File: config.mk
export PLATFORM = sky130hd
export DESIGN_NAME = bt_cmd_ctrl
export DESIGN_NICKNAME = d
export VERILOG_FILES = /design/src/rtl/bt_cmd_ctrl.sv
export SDC_FILE = /design/constraint.sdc
export NUM_CORES = 1
export LEC_CHECK = 0
export ABC_AREA = 1
export CAP_MARGIN = 5
export CELL_PAD_IN_SITES_DETAIL_PLACEMENT = 2
export CELL_PAD_IN_SITES_GLOBAL_PLACEMENT = 2
export CORE_MARGIN = 1
export CORE_UTILIZATION = 33
export CTS_CLUSTER_DIAMETER = 150
export DETAILED_ROUTE_END_ITERATION = 10
export PLACE_DENSITY = 0.85
export SKIP_CTS_REPAIR_TIMING = 1
export SLEW_MARGIN = 10
export SYNTH_ARGS = -nofsm -noshare
export SYNTH_HDL_FRONTEND = slang
export SYNTH_SLANG_ARGS = --single-unit
File: constraint.sdc
create_clock -name clk -period 1.9 [get_ports clk]
set_input_delay 0.19 -clock clk [delete_from_list [all_inputs] [get_ports clk]]
set_output_delay 0.19 -clock clk [all_outputs]
set_load 0.005 [all_outputs]
File: src/rtl/bt_cmd_ctrl.sv
// rtl/bt_cmd_ctrl.sv - Bluetooth module command controller with init sequence, button queue and retry
module bt_cmd_ctrl #(
  parameter int NUM_BTN     = 4,
  parameter int STARTUP_W   = 17,
  parameter int ADDR_W      = 5,
  parameter int LEN_W       = 4,
  parameter int INIT0_START = 0,
  parameter int INIT0_LEN   = 6,
  parameter int INIT1_START = 6,
  parameter int INIT1_LEN   = 10,
  parameter int BTN_BASE    = 16,
  parameter int BTN_LEN     = 4,
  parameter int TIMEOUT_W   = 20,
  parameter int MAX_RETRY   = 3
) (
  input  logic               clk,
  input  logic               rst_n,
  input  logic [NUM_BTN-1:0] btn_n,
  input  logic               resp_rcvd,
  output logic               send,
  output logic [ADDR_W-1:0]  cmd_start,
  output logic [LEN_W-1:0]   cmd_len,
  output logic               cmd_n,
  output logic               busy,
  output logic               err,
  output logic               pend_ovf
);

  localparam int RW = (MAX_RETRY < 1) ? 1 : $clog2(MAX_RETRY + 1);

  typedef enum logic [2:0] {
    S_PWRUP, S_BOOT, S_INIT0, S_INIT1, S_IDLE, S_CMD, S_ERR
  } state_t;

  state_t               state_q, state_d;
  logic [STARTUP_W-1:0] startup_q;
  logic [TIMEOUT_W-1:0] wait_q, wait_d, wait_inc;
  logic [RW-1:0]        retry_q, retry_d;
  logic                 send_q, send_d;
  logic [ADDR_W-1:0]    start_q, start_d, sel_start;
  logic [LEN_W-1:0]     len_q, len_d;
  logic [NUM_BTN-1:0]   pending_q, pending_d, clr, sel_oh, press, accept, ovf;
  logic [NUM_BTN-1:0]   sync1_q, sync2_q, hist_q;
  logic                 ovf_q;
  logic                 timeout, waiting, retry_exhausted;

  // Power-up delay counter; saturates so cmd_n stays low afterwards
  always_ff @(posedge clk or negedge rst_n) begin
    if (!rst_n) startup_q <= '0;
    else if (!(&startup_q)) startup_q <= startup_q + 1'b1;
  end

  // Two-flop synchroniser plus history register for falling-edge detection
  always_ff @(posedge clk or negedge rst_n) begin
    if (!rst_n) begin
      sync1_q <= '1;
      sync2_q <= '1;
      hist_q  <= '1;
    end else begin
      sync1_q <= btn_n;
      sync2_q <= sync1_q;
      hist_q  <= sync2_q;
    end
  end

  assign press   = hist_q & ~sync2_q;
  assign accept  = (state_q == S_ERR) ? '0 : press;
  assign waiting = (state_q == S_BOOT) || (state_q == S_INIT0) ||
                   (state_q == S_INIT1) || (state_q == S_CMD);
  assign wait_inc = wait_q + 1'b1;
  // Timeout fires on the edge where the wait count would reach all-ones
  assign timeout  = &wait_inc;
  assign retry_exhausted = (retry_q == RW'(MAX_RETRY));

  // Next-state, send decision, pending queue and wait/retry bookkeeping
  always_comb begin
    state_d   = state_q;
    send_d    = 1'b0;
    start_d   = start_q;
    len_d     = len_q;
    retry_d   = retry_q;
    clr       = '0;
    sel_start = '0;
    sel_oh    = '0;
    // Scan downward so the lowest-index pending button ends up selected
    for (int i = NUM_BTN - 1; i >= 0; i--) begin
      if (pending_q[i]) begin
        sel_start = ADDR_W'(BTN_BASE + BTN_LEN * i);
        sel_oh    = '0;
        sel_oh[i] = 1'b1;
      end
    end
    case (state_q)
      S_PWRUP: if (&startup_q) state_d = S_BOOT;
      S_BOOT: begin
        if (resp_rcvd) begin
          send_d  = 1'b1;
          start_d = ADDR_W'(INIT0_START);
          len_d   = LEN_W'(INIT0_LEN);
          retry_d = '0;
          state_d = S_INIT0;
        end else if (timeout) begin
          state_d = S_ERR;
        end
      end
      S_INIT0, S_INIT1, S_CMD: begin
        if (resp_rcvd) begin
          if (state_q == S_INIT0) begin
            send_d  = 1'b1;
            start_d = ADDR_W'(INIT1_START);
            len_d   = LEN_W'(INIT1_LEN);
            retry_d = '0;
            state_d = S_INIT1;
          end else begin
            state_d = S_IDLE;
          end
        end else if (timeout) begin
          if (retry_exhausted) begin
            state_d = S_ERR;
          end else begin
            send_d  = 1'b1;
            retry_d = retry_q + 1'b1;
          end
        end
      end
      S_IDLE: begin
        if (|pending_q) begin
          send_d  = 1'b1;
          start_d = sel_start;
          len_d   = LEN_W'(BTN_LEN);
          retry_d = '0;
          clr     = sel_oh;
          state_d = S_CMD;
        end
      end
      S_ERR:   state_d = S_ERR;
      default: state_d = S_ERR;
    endcase
    wait_d    = (send_d || !waiting) ? '0 : wait_inc;
    ovf       = accept & pending_q & ~clr;
    pending_d = (pending_q & ~clr) | accept;
  end

  // State, command outputs and queue registers
  always_ff @(posedge clk or negedge rst_n) begin
    if (!rst_n) begin
      state_q   <= S_PWRUP;
      wait_q    <= '0;
      retry_q   <= '0;
      send_q    <= 1'b0;
      start_q   <= '0;
      len_q     <= '0;
      pending_q <= '0;
      ovf_q     <= 1'b0;
    end else begin
      state_q   <= state_d;
      wait_q    <= wait_d;
      retry_q   <= retry_d;
      send_q    <= send_d;
      start_q   <= start_d;
      len_q     <= len_d;
      pending_q <= pending_d;
      ovf_q     <= |ovf;
    end
  end

  assign send      = send_q;
  assign cmd_start = start_q;
  assign cmd_len   = len_q;
  assign cmd_n     = ~(&startup_q);
  assign busy      = (state_q != S_IDLE);
  assign err       = (state_q == S_ERR);
  assign pend_ovf  = ovf_q;

endmodule

Word level (Yosys, flattened, before mapping)
Cells that the tools add are included.
{"block": "totals", "reg_bits": 69, "input_bits": 7, "output_inout_bits": 14, "wordCells": 101}
{"block": "op_classes", "add_sub_neg": 3, "n_eq_ne": 18, "n_mux": 45, "bitwise": 8, "reduce_logical": 15}
{"cell": "$mux W4", "n": 11}
{"cell": "$mux W5", "n": 8}
{"cell": "$mux W3", "n": 8}
{"cell": "$add A20 B1 Y20 const B", "n": 1}
{"cell": "$mux W20", "n": 1}
{"cell": "$reduce_and A20 Y1", "n": 1}
{"cell": "$ne A3 B3 Y1 const B", "n": 6}
{"cell": "$add A17 B1 Y17 const B", "n": 1}
{"cell": "$reduce_and A17 Y1", "n": 1}
{"cell": "$and A4 B4 Y4", "n": 4}
{"cell": "$pmux W5 S3", "n": 1}
{"cell": "$mux W2", "n": 6}
{"cell": "$pmux W3 S4", "n": 1}
{"cell": "$pmux W4 S3", "n": 1}
{"cell": "$ne A2 B2 Y1 const B", "n": 5}
{"cell": "$reduce_and A5 Y1", "n": 2}
{"cell": "$eq A3 B3 Y1 const B", "n": 3}
{"cell": "$not A4 Y4", "n": 2}
{"cell": "$reduce_or A4 Y1", "n": 2}
{"cell": "$eq A3 B2 Y1 const B", "n": 2}
{"cell": "$mux W1", "n": 6}
{"cell": "$pmux W2 S3", "n": 1}
{"cell": "$reduce_and A6 Y1", "n": 1}
{"cell": "$logic_or A1 B1 Y1", "n": 4}
{"cell": "other kinds (10)", "n": 10}

Logic depth before layout (Yosys ltp)
Gate-level depths: netlist (run 1).
{"block": "depth", "depth_word": 9, "ltp_mapped": 16, "depth_no_buf": 16}

Least setup slack after synthesis (run 1)
Ideal clock, no wire load.
{"block": "synth_path", "kind": "reg2reg", "start": "reg startup_q[0]", "end": "reg startup_q[15]", "setup_time_ps": 126, "t_arrival_ps": 1961, "required_time_ps": 1774, "setup_slack_ps": -186, "stages_incl_launch_ff": 12, "n_path_buf": 1, "synth_period_minus_slack_ps": 2086, "path_cell_list": "dfrtp_1 > ha_1 > nand4_1 > inv_1 > nand3_1 > nor3_1 > ha_1 > clkbuf_1 > clkinv_1 > nand4_1 > nor2_1 > xor2_1"}
{"block": "synth_via", "elab_chain_cells": 1, "elab_cells_between_ends": 2, "classes_between": "1 x add/sub; 1 x reduce/logical"}
{"element": "from (decl)", "line_no": "36", "source": "logic [STARTUP_W-1:0] startup_q;"}
{"element": "from (signal assigned)", "line_no": "50", "source": "else if (!(&startup_q)) startup_q <= startup_q + 1'b1;"}
{"element": "$add A17 B1 Y17 or $reduce_and A17 Y1 (tied branches)", "line_no": "50"}
Parallel ways exist; a longest one is shown, timed or not.
A chain may end at the register's enable or synchronous reset.

Worst setup path in the final report (run 1)
{"block": "layout_path", "start": "reg startup_q[0]", "end": "reg state_q[2]"}
{"block": "layout_via", "elab_chain_cells": 3}
{"element": "$reduce_and A17 Y1", "line_no": "94", "source": "S_PWRUP: if (&startup_q) state_d = S_BOOT;"}
{"element": "$ne A2 B2 Y1 (no source line)"}
{"element": "$reduce_and A5 Y1 (no source line)"}
{"element": "to (signal assigned)", "line_no": "156", "source": "state_q <= state_d;"}
{"element": "to (decl)", "line_no": "35", "source": "state_t state_q, state_d;"}
Every way passes these cells.

==> results of run 1 <==
[cell usage in the layout, fill, tap and decap left out, drive strengths merged]
| master | n |
|---|---|
| buf | 111 |
| nand2 | 110 |
| nor2 | 59 |
| dfrtp | 54 |
| inv | 51 |
| nand3 | 25 |
| a21oi | 17 |
| clkdlybuf4s50 | 14 |
| dfstp | 12 |
| o21ai | 12 |
| nand4 | 10 |
| clkbuf | 9 |
| xor2 | 9 |
| nor3 | 9 |
| xnor2 | 8 |
| ha | 5 |
| clkinv | 4 |
| nand3b | 4 |
| o21bai | 4 |
| conb | 2 |
| dlymetal6s2s | 2 |
| o22ai | 1 |
| a21boi | 1 |
| or2 | 1 |
| a32oi | 1 |
| o221ai | 1 |
| o2111ai | 1 |
| bufinv | 1 |
| clkinvlp | 1 |
| dlygate4sd3 | 1 |
[how the worst max path moves through the flow]
stage,startpoint,endpoint,slack (ps),cells past startpoint
finish,startup_q[0],state_q[2],-620,13
global placement,wait_q[0],wait_q[17],-250,15
global route,wait_q[0],state_q[2],-760,14
CTS,startup_q[3],cmd_n,-830,9
floorplan,wait_q[1],wait_q[5],-10,13
detailed placement,wait_q[0],state_q[2],-430,13
[through the flow]
| step | power, uW | utilization (%) | instance area (um^2) | hold WS, ps | setup TNS, ps |
|---|---|---|---|---|---|
| 4_1_cts | 2883 | 45.08 | 4633 | -173.4 | -19700 |
| 3_3_place_gp | 1515 | 43.06 | 4425 | 240.5 | -6321 |
| 6_report | 2889 | 51.16 | 5258 | 204.3 | -17710 |
| 2_1_floorplan | 1467 | - | 3502 | -105.6 | -41.57 |
| 5_1_grt | 2965 | 51.16 | 5258 | 183.6 | -23060 |
| 3_5_place_dp | 1519 | 43.06 | 4425 | 246.5 | -12050 |
[flip-flops by register name, indices dropped and copies added (netlist names), 2 cells and up]
| register | count |
|---|---|
| sync2_q | 4 |
| cmd_len | 2 |
| cmd_start | 4 |
| wait_q | 20 |
| startup_q | 17 |
| hist_q | 4 |
| pending_q | 4 |
| state_q | 3 |
| retry_q | 2 |
| sync1_q | 4 |
[report_power, final]
group / internal (uW) / total (uW) / switching, uW
sequential: 1430 / 1440 / 10.6
clock: 633 / 1390 / 758
combinational: 19.0 / 59.0 / 39.9
total: 2080 / 2890 / 808
[final cells by class]
class                           count  area share, %
Inverter                           50          3.903
Clock buffer                        9          2.356
Clock inverter                      7          1.594
Tap cell                          136          3.237
Sequential cell                    66          31.77
Multi-Input combinational cell    280          36.29
Timing Repair Buffer              128          20.85
[per-layer routing]
metal	part of all wire [%]	wire length (um)	up-vias	GRT usage (%)
met5	0.071	12	-	0
met4	6.1	1025	2	11.97
met3	2.7	445	56	3.431
met2	57	9507	81	49.05
met1	35	5796	1773	26.72
li1	-	-	1535	-
[kinds of logic after synthesis]
kind of cell               count (synthesis)  share of synthesized area (%)
AOI/OAI and AO/OA                         38                          8.106
and+or+nand+nor                          218                          30.52
other                                      1                         0.1075
buffers and inverters                     56                          7.424
DFF                                       66                          47.78
xor gates and xnor gates                  17                          4.268
adders and majority gates                  5                          1.793
==> reports/results.tsv, run 1 <==
metric	value	unit
synth.top_cell.area_share	38.74	%
rr_startpoint	startup_q[0]	
grt_pass1_wl	20900	um
cts.sink_count	66	
drt_iter0_drc	132	
synth.most_common_cell	nand2_1	
vias	3447	
grt_max_degree	67	
min_to	sync1_q[2]	
critPathCaptureType	register	
clk_pin_slew	110	ps
violations	negative setup slack	
max-vdd-ir-drop	0.0006513	V
hold_depth	1	
fillers	1091	
ys_seq_area_share	47.78	%
drc	0	
synth-main-ff-cell	dfrtp_1	
yosysUniqueCellTypes	38	
power_density	549.6	nW/um^2
drive_above_1_share	47.41	%
finalNonFillerCells	676	
antenna_found_initial	1	
synth_edf_count	0	
crit_top_cell	nand4_1	
placed_cells	631	
critPathKind	register to register	
ys.warnings.count	0	
outcome	finished with violations	
crit_arrival	2820	ps
synthTopCellsByArea	dfrtp_1 39%, nand2_1 11%, dfstp_2 9.0%	
cp_top_family	simple AND/OR/NAND/NOR gates	
die_x	104.8	um
slew_viol_final	0	
final_nets	547	
setup_viol	45	
leakagePower	0.002358	uW
first_global_vias	3810	
rsz0062_at_grt	yes	
wl	16790	um
ant_nets	0	
clock_latency	380	ps
grt_usage	25.32	%
cts-root-buf	clkbuf_8	
cts_made_buffers	9	
ys_top_cells_by_count	101 x nand2_1, 54 x dfrtp_1, 42 x inv_1, 42 x nor2_1, 20 x nand3_1	
initial_core_util	33.94	%
htreeDepth	3	
r2r_setup_slack	-620	ps
slowest_delay	380	ps
die_h	104.8	um
portBuffers	18	
synth_top_area_cell	dfrtp_1	
worst_slack	-618.1	ps
coreArea	10280	um^2
cpMaxStageDelayCell	dfrtp_1	
period_minus_slack	2518	ps
dr.pass1.iters	5	
io_pins	21	
diodes	0	
path_cells	ha_2 > nand4_1 > inv_2 > nand3_4 > nor3_4 > ha_4 > buf_4 > nor3_1 > nor2_1 > inv_1 > a21oi_4 > nand4_1 > nand2_1	
syn_area_per_cell	8.699	um^2
synthArstFlopShare	100.0	%
area_growth	50.72	%
r2r_end	state_q[2]	
hold_viol_final	0	
skew	16.70	ps
fin_crit_sh	132.5	%
max_cap_violations	0	
wire_per_inst	24.83	um
hp-class	input port to register	
worst-path-buf-inv	3	
row_count	37	
fmax	397.1	MHz
hp-start	btn_n[2]	
dieArea	10990	um^2
hpwl	8540	um
syn_inst	401	
clk_path_buf_depth	2	
synth_seq_cells	66	
place_ws	-425.0	ps
rr_worst_depth	13	
critPathMaxFanout	3	
cts_tree	yes	
crit_required	2200	ps
drt-vias-per-instance	5.099	
place.gp.congestion	0.7575	
multi_input_area	1908	um^2
startpoint_type	register	
mappedNetlistArea	3488	um^2
seq_area	1670	um^2
overflow	0	
(Power assumes the default switching activity.)
==> run 2: changes to the inputs <==
--- a/config.mk
+++ b/config.mk
@@ -5,15 +5,14 @@
 export SDC_FILE = /design/constraint.sdc
 export NUM_CORES = 1
 export LEC_CHECK = 0
-export ABC_AREA = 1
 export CAP_MARGIN = 5
 export CELL_PAD_IN_SITES_DETAIL_PLACEMENT = 2
 export CELL_PAD_IN_SITES_GLOBAL_PLACEMENT = 2
 export CORE_MARGIN = 1
-export CORE_UTILIZATION = 33
+export CORE_UTILIZATION = 35
 export CTS_CLUSTER_DIAMETER = 150
 export DETAILED_ROUTE_END_ITERATION = 10
-export PLACE_DENSITY = 0.85
+export PLACE_DENSITY = 0.86
 export SKIP_CTS_REPAIR_TIMING = 1
 export SLEW_MARGIN = 10
 export SYNTH_ARGS = -nofsm -noshare
==> reports/results.tsv, run 2 <==
metric	value	unit	change
synth.top_cell.area_share	43.80	%	+5.1 points
drt_iter0_drc	130		-1.5%
clk_path_buf_depth	2		unchanged
utilization	55.17	%	+4.0 points
grt_max_degree	38		-43%
die_h	95.89	um	-8.5%
drt-vias-per-instance	5.576		+9.3%
outcome	finished with violations		
largest_register_ff_count	20		unchanged
layout_commonest_cell	buf_4		
synthTopCellsByArea	dfrtp_1 44%, dfstp_2 10%, xnor2_1 4.3%		
antenna_found_initial	0		-1
max_cap_violations	0		unchanged
first_global_vias	3159		-17%
vias	2905		-16%
cts-root-buf	clkbuf_8		
violations	negative setup slack		
power_density	623.0	nW/um^2	+13%
coreArea	8382	um^2	-18%
clkPwrFrac	46.9	%	-1.3 points
cts_made_buffers	9		unchanged
hp-class	input port to register		
hold_viol_final	0		unchanged
clock_latency	370	ps	about the same
worst_slack	-597.3	ps	+20.80 ps
area_growth	49.88	%	
switchingPower	786.8	uW	-2.7%
combPwrFrac	3.1	%	+1.1 points
hpwl	7309	um	-14%
initial_core_util	36.81	%	+2.9 points
synth-main-ff-cell	dfrtp_1		
whs	206.2	ps	+1.889 ps
fmax	400.4	MHz	+0.83%
crit_arrival	2780	ps	-40 ps
drive_above_1_share	42.55	%	-4.9 points
slew_headroom	62.99	%	
rsz0062_at_grt	yes		
cts.sink_count	66		unchanged
portBuffers	18		unchanged
setup_viol	47		+4.4%
synth.most_common_cell	dfrtp_1		
overflow	0		unchanged
synth_edf_count	0		unchanged
final_nets	423		-23%
startpoint_type	register		
clk_pin_slew	110	ps	about the same
io_pins	21		unchanged
tightest_slew	555.1	ps	
crit_required	2180	ps	-20 ps
drc	0		unchanged
critPathCaptureType	register		
place.gp.congestion	0.8291		+9.5%
top_regs	wait_q x20, startup_q x17		
critPathMaxFanout	3		unchanged
skew	28.30	ps	+11.60 ps
dr.pass1.iters	4		-1
mappedNetlistArea	3085	um^2	-12%
cts_tree	yes		
synth_top_area_cell	dfrtp_1		
place_ws	-549.4	ps	-124.4 ps
diodes	0		unchanged
grt_usage	25.57	%	+0.25 points
max-vdd-ir-drop	0.0004423	V	-32%
setup_tns	-18390	ps	-678.3 ps
seq_power_share	50.0	%	+0.2 points
yosysUniqueCellTypes	51		+34%
wire_per_inst	28.89	um	+16%
slew_viol_final	0		unchanged
switching_share	27.31	%	-0.67 points
synthArstFlopShare	100.0	%	unchanged
ys_seq_area_share	54.01	%	+6.2 points
fin_crit_sh	131.4	%	-1.1 points
leakagePower	0.002053	uW	-13%
total_power	2881	uW	-0.29%
synth_seq_cells	66		unchanged
ys_top_cells_by_count	54 x dfrtp_1, 32 x nand2_1, 28 x nor2_1, 17 x nand3_1		
dieArea	9195	um^2	-16%
final_cell_mix	80 x buf_4, 51 x dfrtp_1, 25 x nor2_1, 25 x nand2_1		
ys.warnings.count	0		unchanged
top_register	wait_q		
critPathKind	register to register		
intPower	2094	uW	+0.64%
period_minus_slack	2497	ps	-20.80 ps
ant_nets	0		unchanged
syn_inst	296		-26%
wl	15050	um	-10%
htreeDepth	3		unchanged
grt_pass1_wl	16780	um	-20%
syn_area_per_cell	10.42	um^2	+20%
row_count	33		-11%
die_x	95.89	um	-8.5%
run 2: changes by cell type in the layout (fill, tap and decap cells not counted), moves of 11 or more:
cell | before | now
buf_4 | 95 | 80
nand2_2 | 16 | 5
nand2_1 | 87 | 25
nor2_2 | 16 | 1
a21oi_2 | 14 | 0
inv_1 | 40 | 5
nor2_4 | 13 | 2
run 2: cell type report:
cell class | instances | area (um^2)
clock inverters | 7 | 82.58
inverters | 6 | 22.52
flip-flops and latches | 66 | 1670
multi-input cells | 217 | 1658
clock buffers | 9 | 123.9
well taps | 105 | 131.4
fillers | 822 | 3757
repair buffers | 111 | 935.9
run 2: power groups by stage:
stage	clock network (uW)	registers, uW	logic [uW]
after floorplan	0	1460	19.6
after global placement	0	1460	74.2
after detailed placement	0	1460	79.4
after CTS	1310	1440	80.8
after global routing	1420	1440	95.0
final	1350	1440	88.4
run 2: per-stage QoR:
stage | instance area, um^2 | cells
CTS | 4159 | 497
floorplan | 3159 | 297
detailed placement | 3953 | 481
finish | 4624 | 521
global placement | 3953 | 481
global route | 4624 | 521
run 2: routing by layer:
metal / vias up / global-route usage, % / routed length, um
met2: 88 / 49.05 / 8273
met5: - / 0 / 0
met1: 1517 / 26.42 / 5544
li1: 1249 / - / -
met4: 0 / 13.31 / 795
met3: 51 / 4.265 / 441
run 2: cell families after synthesis:
logic type | after synthesis | synth area share [%]
buffers and inverters | 14 | 2.352
muxes | 4 | 1.379
and+or+nand+nor | 132 | 22.26
adders and majority gates | 5 | 2.028
DFF | 66 | 54.01
xor gates and xnor gates | 30 | 8.516
other | 1 | 0.1215
AOI/OAI and AO/OA | 44 | 9.327
run 2: final timing paths:
path / startpoint / end / slack (ps) / depth (start not counted)
hold / removal: btn_n[3] / sync1_q[3] / 210 / 1
max in group asynchronous: rst_n / hist_q[0] / 890 / 3
setup / recovery: startup_q[2] / state_q[2] / -600 / 10
min in group asynchronous: rst_n / startup_q[12] / 340 / 2
setup reg to reg: startup_q[2] / state_q[2] / -600 / 10
hold reg to reg: sync2_q[2] / hist_q[2] / 360 / 0
run 2: worst max-delay path, stage by stage (launching register included):
cell and delay [ps]:
dfrtp_1 390, and3_4 250, nand3_4 120, nor4_4 220, ha_2 240, nor3_2 50, o21bai_1 180, o211a_1 240
inv_1 80, a2111oi_2 450, a311o_1 190
==> run 3: changes to the inputs <==
==> config.mk (replaced) <==
export PLATFORM = sky130hd
export DESIGN_NAME = bt_cmd_ctrl
export DESIGN_NICKNAME = d
export VERILOG_FILES = /design/src/rtl/bt_cmd_ctrl.sv
export SDC_FILE = /design/constraint.sdc
export NUM_CORES = 1
export LEC_CHECK = 0
export ABC_AREA = 1
export CAP_MARGIN = 5
export CELL_PAD_IN_SITES_DETAIL_PLACEMENT = 2
export CELL_PAD_IN_SITES_GLOBAL_PLACEMENT = 2
export CORE_MARGIN = 1
export CORE_UTILIZATION = 33
export CTS_CLUSTER_DIAMETER = 150
export DETAILED_ROUTE_END_ITERATION = 10
export PLACE_DENSITY = 0.85
export SKIP_CTS_REPAIR_TIMING = 1
export SLEW_MARGIN = 5
export SYNTH_ARGS = -nofsm -noshare
export SYNTH_HDL_FRONTEND = slang
export SYNTH_SLANG_ARGS = --single-unit
==> results of run 3 <==
No change in the layout: final DEF, timing and power equal those of run 1.
==> variant 1, RTL diff (config.mk and constraints of run 2) <==
The parameter `STARTUP_W` goes from 17 to 34.
--- a/src/rtl/bt_cmd_ctrl.sv
+++ b/src/rtl/bt_cmd_ctrl.sv
@@ -2,5 +2,5 @@
 module bt_cmd_ctrl #(
   parameter int NUM_BTN     = 4,
-  parameter int STARTUP_W   = 17,
+  parameter int STARTUP_W   = 34,
   parameter int ADDR_W      = 5,
   parameter int LEN_W       = 4,
Formal check against the unedited RTL: same outputs for any inputs over 10 cycles, from zero or initial values and one cycle with rst_n low; that may be too few to reach the edited logic, so the function may still have changed.
==> variant 1 against run 2 <==
- the flow still finishes with violations (negative setup slack)
- die area increased by 40%
- synthesized area is 41% higher
- combinational power up 11%
- total power up 38%
- routed wire length grew 65%
- count of clock-buffer cells in the layout rose by 2
- sequential cell count increased by 17
- worst setup slack lost 250 ps
- cell area increased by 46%
==> variant 1: results (changes against run 2) <==
synth_commonest_cells: "dfrtp_1, nand2_1, nor2_1"
setup_slack_ps: -849  # -251 ps
post_synth_num_cell_types: 60  # +18%
power_leakage_nw: 3.08  # +50%
r2r_start: "wait_q[0]"
setup_viol: 66  # +40%
post-route-period-util: 1.45  # +0.132
drive_above_1_share: 0.495  # +0.0695
run_status: "complete, but fails checks"
synthTopCellsByArea: "dfrtp_1, dfstp_2, xor2_1"
yosysSeqAreaShare: 0.482  # -0.0582
p_sw_frac: 0.221  # -0.0521
worst_pin_slew_ps: 524  # -31.6 ps
grt_pass1_vias: 4905  # +55%
gp_congestion: 0.838  # +1.0%
finClkSkew_ps: 15.3  # -13.0 ps
dp_hpwl_mm: 12.6  # +73%
first_pass_iters: 5  # +1
tns_ps: -32530  # -14150 ps
irDropWorstVdd_mv: 0.749  # +69%
crit_arrival_ps: 2980  # +200 ps
drt_iter0_drc: 262  # +100%
min_from: "btn_n[0]"
violations: "negative setup slack"
via_per_inst: 5.88  # +5.4%
[variant 1: cell types whose count changed after synthesis, sizes merged, moves of 5 or more]
cell / run 2 / this run
xor2: 15 / 27
nor2b: 11 / 5
nor4: 2 / 9
nand2: 32 / 46
dfrtp: 54 / 71
nor2: 28 / 36
nor3: 4 / 31
and4: 1 / 7
nand3: 18 / 25
buf: 5 / 10
nand4: 5 / 10
[variant 1: layout make-up]
| type | instances | area, µm² | area share |
|---|---|---|---|
| Clock buffer | 11 | 233 | 0.0344 |
| Clock inverter | 5 | 103 | 0.0152 |
| Inverter | 10 | 37.5 | 0.00555 |
| Multi-Input combinational cell | 320 | 2660 | 0.393 |
| Sequential cell | 83 | 2100 | 0.311 |
| Tap cell | 168 | 210 | 0.0311 |
| Timing Repair Buffer | 167 | 1420 | 0.210 |
[variant 1: kinds of logic (layout without fill, tap and decap cells)]
family / after synthesis / count (layout) / share of synthesized area
DFF: 83 / 83 / 0.482
AOI/OAI and AO/OA: 49 / 49 / 0.0738
adders and majority gates: 4 / 4 / 0.0115
and+or+nand+nor: 214 / 214 / 0.296
other: 1 / 2 / 0.000864
buffers and inverters: 27 / 193 / 0.0308
xor gates and xnor gates: 46 / 46 / 0.0928
muxes: 5 / 5 / 0.0124
[variant 1: path summary, 6_finish.rpt]
path | slack [ps] | to | cells after the start
worst max register to register | -850 | wait_q[14] | 10
max in group asynchronous | 820 | startup_q[25] | 3
worst max-delay path | -850 | wait_q[14] | 10
worst min-delay path | 240 | sync1_q[0] | 1
min in group asynchronous | 350 | wait_q[1] | 2
worst min register to register | 370 | hist_q[0] | 0
[variant 1: through the flow]
stage	worst slack, ps	util	total power [W]	instance area (µm²)
floorplan	-398	-	0.00185	4520
global placement	-493	0.477	0.00191	5750
detailed placement	-763	0.477	0.00192	5750
CTS	-878	0.505	0.00395	6090
global route	-856	0.561	0.00405	6760
finish	-849	0.561	0.00399	6760
[variant 1: power groups by stage]
stage / clock (W) / combinational [W] / sequential, W
2_1_floorplan: 0 / 0.0000171 / 0.00183
3_3_place_gp: 0 / 0.0000793 / 0.00183
3_5_place_dp: 0 / 0.0000865 / 0.00183
4_1_cts: 0.00205 / 0.0000921 / 0.00180
5_1_grt: 0.00215 / 0.000106 / 0.00180
6_report: 0.00209 / 0.0000984 / 0.00180
[variant 1: critical path, stage by stage, from the launching register on]
cell and delay (ps):
dfrtp_2 460, ha_4 200, nand4_1 260, buf_4 260, nor3b_2 190, o211ai_1 170, a22o_1 320, nor4b_4 320
buf_6 200, clkbuf_16 180, nor3_2 60
[variant 1: metal layers]
layer	track usage	vias to the layer above	part of all wire
met1	0.323	2355	0.37
met5	0	-	0
met4	0.175	0	0.076
met2	0.591	197	0.51
met3	0.0675	114	0.044
li1	-	1826	-
==> variant 2, RTL diff (settings of run 2) <==
Without the edit above. Re-encode `state_t` (7 states) as one-hot, 7 bits wide.
--- a/src/rtl/bt_cmd_ctrl.sv
+++ b/src/rtl/bt_cmd_ctrl.sv
@@ -29,6 +29,6 @@
   localparam int RW = (MAX_RETRY < 1) ? 1 : $clog2(MAX_RETRY + 1);
 
-  typedef enum logic [2:0] {
-    S_PWRUP, S_BOOT, S_INIT0, S_INIT1, S_IDLE, S_CMD, S_ERR
+  typedef enum logic [6:0] {
+    S_PWRUP = 7'b0000001, S_BOOT = 7'b0000010, S_INIT0 = 7'b0000100, S_INIT1 = 7'b0001000, S_IDLE = 7'b0010000, S_CMD = 7'b0100000, S_ERR = 7'b1000000
   } state_t;
 
Behaviour: same outputs for any inputs over 10 cycles, from zero or initial values and one cycle with rst_n low; not proved beyond that.
==> variant 2 against run 2 <==
- the run still ends with negative setup slack left
- cell area grew 18%
- routed wire length grew 21%
- sequential power is 6% higher
- total power up 1.3%
- synthesized cell count up 16%
- sequential cell count rose by 4
- non-clock buffer count grew 24
- die area is 15% higher
- synthesized area increased by 15%
- global-route usage rose by 1.8 points
- worst setup slack lost 100 ps
- critical endpoint is now wait_q[17]
- highest routed layer unchanged
==> variant 2: results (changes against run 2) <==
grtUsageMet2: 0.510  # +0.0193
post-route-util: 0.557  # +0.00549
grt_max_degree: 32  # -16%
r2r_cells: 9  # -1
run_status: "complete, but fails checks"
r2r_start: "wait_q[0]"
worst_pin_slew_ps: 897  # +342 ps
irDropWorstVdd_mv: 0.524  # +18%
dp.cells: 570  # +19%
whs_ps: 218  # +11.7 ps
setup_slack_ps: -700  # -103 ps
min_to: "sync1_q[1]"
crit_arrival_ps: 2860  # +80 ps
cts_num_sinks: 70  # +6.1%
stdcell_count: 615  # +18%
die_w_um: 103  # +7.2%
dp_hpwl_mm: 9.72  # +33%
seq_cell_power_w: 0.00152  # +6%
finClkSkew_ps: 22.4  # -5.92 ps
violations: "negative setup slack"
via_per_inst: 5.60  # +0.43%
clock_buffers: 12  # +3
worstPathMaxFanout: 20  # +17
min_from: "btn_n[1]"
grtUsageTotal: 0.273  # +0.0178
buf_share: 0.208  # +0.00594
tns_ps: -27490  # -9110 ps
drt_iter0_drc: 187  # +44%
p_int_w: 0.00218  # +4.1%
fillers: 979  # +19%
top_regs: "wait_q: 20 flops, startup_q: 17 flops, state_q: 7 flops"
synth.avg_cell_area_um2: 10.3  # -0.76%
setup_viol: 57  # +21%
cp_top_family: "simple AND/OR/NAND/NOR gates"
num-multi-input-gates: 245  # +13%
variant 2: metal layers:
metal	part of all wire	up-vias
met1	0.35	1793
met2	0.55	121
met4	0.058	0
li1	-	1457
met5	0	-
met3	0.037	73
variant 2: cell families (layout without fill, tap and decap cells):
group / Yosys count / count (layout) / synth area share
adder cells (fa/ha/maj): 5 / 5 / 0.0176
XOR/XNOR: 34 / 34 / 0.0837
other: 1 / 2 / 0.00105
AO/OA/AOI/OAI: 52 / 52 / 0.102
multiplexers: 2 / 2 / 0.00633
flip-flops: 70 / 70 / 0.497
buffers and inverters: 30 / 167 / 0.0422
AND/OR/NAND/NOR: 150 / 150 / 0.250
variant 2: worst max path at each step:
stage	start	to	slack [ps]
after floorplan	startup_q[7]	state_q[2]	-310
after global placement	startup_q[9]	state_q[2]	-400
after detailed placement	startup_q[9]	state_q[5]	-560
after CTS	startup_q[8]	cmd_n	-690
after global routing	wait_q[0]	wait_q[17]	-830
final	wait_q[0]	wait_q[17]	-700
